==> src/rtl/lab3_cache_mem_arbiter.sv <==
// Burst arbiter sharing one memory port between the icache (requester 0) and the
// dcache (requester 1): one whole burst per grant, priority rotates after each burst.
module lab3_cache_mem_arbiter #(
  parameter int REQ_W  = 77,
  parameter int RESP_W = 47,
  parameter int BURST  = 4
) (
  input  logic              clk,
  input  logic              reset,

  input  logic              in0_req_val,
  output logic              in0_req_rdy,
  input  logic [REQ_W-1:0]  in0_req_msg,
  output logic              in0_resp_val,
  input  logic              in0_resp_rdy,
  output logic [RESP_W-1:0] in0_resp_msg,

  input  logic              in1_req_val,
  output logic              in1_req_rdy,
  input  logic [REQ_W-1:0]  in1_req_msg,
  output logic              in1_resp_val,
  input  logic              in1_resp_rdy,
  output logic [RESP_W-1:0] in1_resp_msg,

  output logic              mem_req_val,
  input  logic              mem_req_rdy,
  output logic [REQ_W-1:0]  mem_req_msg,
  input  logic              mem_resp_val,
  output logic              mem_resp_rdy,
  input  logic [RESP_W-1:0] mem_resp_msg,

  output logic [1:0]        grant
);

  localparam logic [3:0] BURST_LEN = 4'(BURST);

  typedef enum logic {
    ST_IDLE  = 1'b0,
    ST_BURST = 1'b1
  } state_e;

  state_e           state_q;
  logic             owner_q;
  logic             prio_q;
  logic [1:0]       grant_q;
  logic [3:0]       issued_q;
  logic [3:0]       rcvd_q;
  logic [3:0]       issued_d;
  logic [3:0]       rcvd_d;

  logic             req_open;
  logic             resp_open;
  logic             own_req_val;
  logic             own_resp_rdy;
  logic [REQ_W-1:0] own_req_msg;
  logic             req_hs;
  logic             resp_hs;
  logic             pick;
  logic             burst_done;

  // All pass-throughs are gated by registered state only, so no rdy->val loop exists.
  assign req_open     = (state_q == ST_BURST) && (issued_q < BURST_LEN);
  assign resp_open    = (state_q == ST_BURST) && (rcvd_q < issued_q);

  assign own_req_val  = owner_q ? in1_req_val  : in0_req_val;
  assign own_req_msg  = owner_q ? in1_req_msg  : in0_req_msg;
  assign own_resp_rdy = owner_q ? in1_resp_rdy : in0_resp_rdy;

  assign mem_req_val  = req_open & own_req_val;
  assign mem_req_msg  = req_open ? own_req_msg : '0;
  assign in0_req_rdy  = req_open & ~owner_q & mem_req_rdy;
  assign in1_req_rdy  = req_open &  owner_q & mem_req_rdy;

  assign mem_resp_rdy = resp_open & own_resp_rdy;
  assign in0_resp_val = resp_open & ~owner_q & mem_resp_val;
  assign in1_resp_val = resp_open &  owner_q & mem_resp_val;
  assign in0_resp_msg = mem_resp_msg;
  assign in1_resp_msg = mem_resp_msg;

  assign grant        = grant_q;

  assign req_hs       = mem_req_val & mem_req_rdy;
  assign resp_hs      = mem_resp_val & mem_resp_rdy;
  assign pick         = (in0_req_val & in1_req_val) ? prio_q : in1_req_val;

  always_comb begin
    issued_d = issued_q;
    rcvd_d   = rcvd_q;
    if (req_hs) begin
      issued_d = issued_q + 4'd1;
    end
    if (resp_hs) begin
      rcvd_d = rcvd_q + 4'd1;
    end
  end

  assign burst_done = (issued_q == BURST_LEN) && resp_hs && (rcvd_d == BURST_LEN);

  always_ff @(posedge clk or negedge reset) begin
    if (!reset) begin
      state_q  <= ST_IDLE;
      owner_q  <= 1'b0;
      prio_q   <= 1'b0;
      grant_q  <= 2'b00;
      issued_q <= 4'd0;
      rcvd_q   <= 4'd0;
    end else if (state_q == ST_IDLE) begin
      if (in0_req_val | in1_req_val) begin
        state_q  <= ST_BURST;
        owner_q  <= pick;
        grant_q  <= pick ? 2'b10 : 2'b01;
        issued_q <= 4'd0;
        rcvd_q   <= 4'd0;
      end
    end else begin
      issued_q <= issued_d;
      rcvd_q   <= rcvd_d;
      if (burst_done) begin
        state_q <= ST_IDLE;
        grant_q <= 2'b00;
        prio_q  <= ~owner_q;
      end
    end
  end

endmodule

==> config.mk <==
export PLATFORM = sky130hd
export DESIGN_NAME = lab3_cache_mem_arbiter
export DESIGN_NICKNAME = d
export VERILOG_FILES = /design/src/rtl/lab3_cache_mem_arbiter.sv
export SDC_FILE = /design/constraint.sdc
export NUM_CORES = 1
export LEC_CHECK = 0
export ABC_AREA = 1
export CAP_MARGIN = 20
export CORE_AREA = 2 2 149 151
export DETAILED_ROUTE_END_ITERATION = 7
export DIE_AREA = 0 0 151 153
export GPL_ROUTABILITY_DRIVEN = 1
export PLACE_DENSITY = 0.51
export SYNTH_ARGS = -nofsm -noshare
export SYNTH_HDL_FRONTEND = slang
export SYNTH_SLANG_ARGS = --single-unit
==> constraint.sdc <==
create_clock -name clk -period 3.29 [get_ports clk]
set_clock_uncertainty 0.05 [all_clocks]
set_input_delay 0.658 -clock clk [delete_from_list [all_inputs] [get_ports clk]]
set_output_delay 0.658 -clock clk [all_outputs]
set_load 0.05 [all_outputs]
==> flow_metrics.py <==
metrics = {
    "synth": {
        "synth_compound_area_frac": 0.0297,
        "synth_top_family_by_area": "simple AND/OR/NAND/NOR gates",
        "synthesis.nets": 682,
        "synthSimpleGateAreaFrac": 0.471,
        "netlist_area_um2": 2820,
        "synthMuxAreaShare": 0,
        "avgSynthCellArea_um2": 6.05,
        "syn_inst": 467,
        "yosys.area_share.adder": 0.0266,
        "ys_ff_latch": 13,
        "ys_seq_area_frac": 0.115,
        "synth_warnings": 0,
        "synth_xor_area_frac": 0.00620,
        "synth_cell_types": 29,
    },
    "worst_setup_path": {
        "path_max_fanout": 75,
        "cp-start-kind": "register",
        "crit_arrival_ns": 1.95,
        "slowest_stage": "dfrtp_1",
        "cpMostUsedCell": "buf_12",
        "crit_chain": "inv_2 > nor3_4 > buf_12 > nand2_1 > o22ai_2 > buf_12",
        "max_stage_delay_ns": 0.46,
        "crit_path_end_kind": "output port",
        "required_ns": 2.58,
        "critical_path_class": "register to output port",
    },
    "global_routing": {
        "grt_overflow": 0,
        "grt_pass1_vias": 3405,
        "grt_pass1_wl_mm": 18.4,
        "antenna_found_initial": 0,
        "grtUsageTotal": 0.0971,
        "grt_max_degree": 82,
    },
    "placement": {
        "gp_congestion": 0.724,
        "placed_cells": 871,
        "io_buffers": 246,
        "hpwl_mm": 9.90,
    },
    "pwr": {
        "p_per_area_nw_per_um2": 657,
        "p_leak_nw": 2.47,
        "ir_worst_vdd_mv": 0.462,
    },
    "clock_network": {
        "cts_buffer_depth": 2,
        "cts_tree": "built",
        "cts.sinks": 13,
        "post_cts_resized": 0,
        "cts_setup_buffers": 0,
        "cts_made_buffers": 3,
        "postCtsHoldBufs": 0,
        "root_buffer": "clkbuf_16",
        "clkTransAtPathRegs_ns": 0.05,
        "clock_latency_ns": 0.24,
        "htreeDepth": 1,
    },
    "detailed_routing": {
        "routed_wirelength_mm": 12.2,
        "drt_drc_violations_left": 0,
        "first_pass_iters": 4,
        "routed_via_density": 3.87,
        "ant_nets": 0,
        "vias": 3385,
        "wire_per_inst_um": 14.0,
        "drt-initial-drc-count": 103,
    },
    "timing": {
        "finalSetupViolCount": 0,
        "setup_tns_ns": 0,
        "period_share": 0.809,
        "min_period_ns": 2.66,
        "worstMarginPinSlew_ns": 0.608,
        "hold_viol_final": 0,
        "timing.slew.headroom": 0.593,
        "rsz0062_at_grt": "no",
        "max_freq_mhz": 376,
        "slew_violations": 0,
        "hold_slack_ns": 0.465,
    },
    "layout": {
        "syn2layout_area_growth_pct": 102,
        "layout_common_cells": "163 x nand3_1, 163 x clkdlybuf4s50_1, 98 x nand2_1",
        "layout-drive-gt1-share": 0.180,
        "num-fill-cells": 2355,
        "num_antenna_cells": 0,
        "nets": 811,
        "layoutNonFillerInstCount": 875,
    },
    "run": {
        "maxCapViolCount": 0,
    },
    "die": {
        "die_x_um": 151,
        "num_io_pins": 388,
        "initial_core_util": 0.131,
        "rows": 54,
        "core_area_um2": 21500,
        "dieHeight_um": 153,
        "dieArea_um2": 23100,
    },
    "run_status": {
        "status": "finished clean",
    },
    "min_path": {
        "hp-class": "register to register",
    },
}
-- stage by stage --
| step | power, mW | cell area (um2) | utilization | setup slack, ns |
|---|---|---|---|---|
| final | 3.75 | 5700 | 0.265 | 0.629 |
| after floorplan | 2.30 | 2820 | - | 0.860 |
| after global routing | 3.96 | 5700 | 0.265 | 0.483 |
| after detailed placement | 3.54 | 5630 | 0.262 | 0.879 |
| after global placement | 3.53 | 5630 | 0.262 | 0.904 |
| after CTS | 3.78 | 5700 | 0.265 | 0.608 |
-- registers in the layout, summed over array words and instances (netlist names) --
signal / cells
prio_q: 1
issued_q: 4
grant: 2
rcvd_q: 4
state_q: 1
owner_q: 1
-- worst paths after layout --
kind,from,end,slack (ns),cells after the start
worst max register to register,owner_q,prio_q,1.22,11
worst min-delay path,grant[0],grant[0],0.46,2
worst min register to register,grant[0],grant[0],0.46,2
max in group asynchronous,reset,owner_q,1.99,1
worst max-delay path,state_q,mem_req_val,0.63,6
min in group asynchronous,reset,grant[0],0.75,1
-- final cells by class --
cell class | instances | area (um2) | area share
tap | 280 | 350 | 0.0614
multi-input combinational | 305 | 1510 | 0.265
timing repair buffer | 252 | 3350 | 0.587
sequential | 13 | 329 | 0.0577
clock buffer | 4 | 78.8 | 0.0138
inverter | 21 | 81.3 | 0.0143
-- power by group --
group	internal (mW)	total, mW	switching, mW
Sequential	0.208	0.263	0.0552
Combinational	1.42	3.25	1.84
Clock	0.164	0.233	0.0694
-- routing by layer --
| layer | vias to the layer above | global-route usage | routed length (um) |
|---|---|---|---|
| li1 | 1709 | - | - |
| met1 | 1456 | 0.116 | 4900 |
| met2 | 181 | 0.164 | 5640 |
| met3 | 39 | 0.0334 | 1350 |
| met4 | 0 | 0.0276 | 349 |
| met5 | - | 0 | 0 |
-- cells in the mapped netlist --
cell | n | area [um2]
inv_2 | 2 | 7.51
clkbuf_1 | 8 | 30.0
dfrtp_1 | 13 | 325
nand2_1 | 98 | 368
buf_2 | 10 | 50.1
nor2_1 | 9 | 33.8
nand2_2 | 3 | 18.8
nand4_4 | 1 | 21.3
xnor2_1 | 1 | 8.76
buf_4 | 95 | 713
o22ai_2 | 1 | 12.5
buf_6 | 8 | 90.1
o22ai_1 | 2 | 12.5
nand3_1 | 163 | 816
clkinv_1 | 2 | 7.51
inv_1 | 16 | 60.1
ha_1 | 6 | 75.1
and3_2 | 1 | 7.51
a21oi_1 | 4 | 20.0
buf_1 | 7 | 26.3
nor3_2 | 2 | 20.0
nor3_1 | 1 | 5.00
nand4_1 | 3 | 18.8
inv_4 | 1 | 6.26
o21ai_0 | 4 | 20.0
a21oi_2 | 1 | 8.76
o21ai_1 | 2 | 10.0
nand2_4 | 2 | 22.5
xor2_1 | 1 | 8.76
-- cells by family after synthesis --
logic type                 after synthesis
adders and majority gates                6
buffers and inverters                  149
AOI/OAI and AO/OA                       14
DFF                                     13
xor gates and xnor gates                 2
and+or+nand+nor                        283
-- critical path: cells and delay by family, from the launching register on --
kind	cells	cell delay (ns)
AND/OR/NAND/NOR	2	0.36
flip-flops	1	0.46
AO/OA/AOI/OAI	1	0.28
buffers and inverters	3	0.58
No activity file was read; power rests on OpenSTA's default activity.
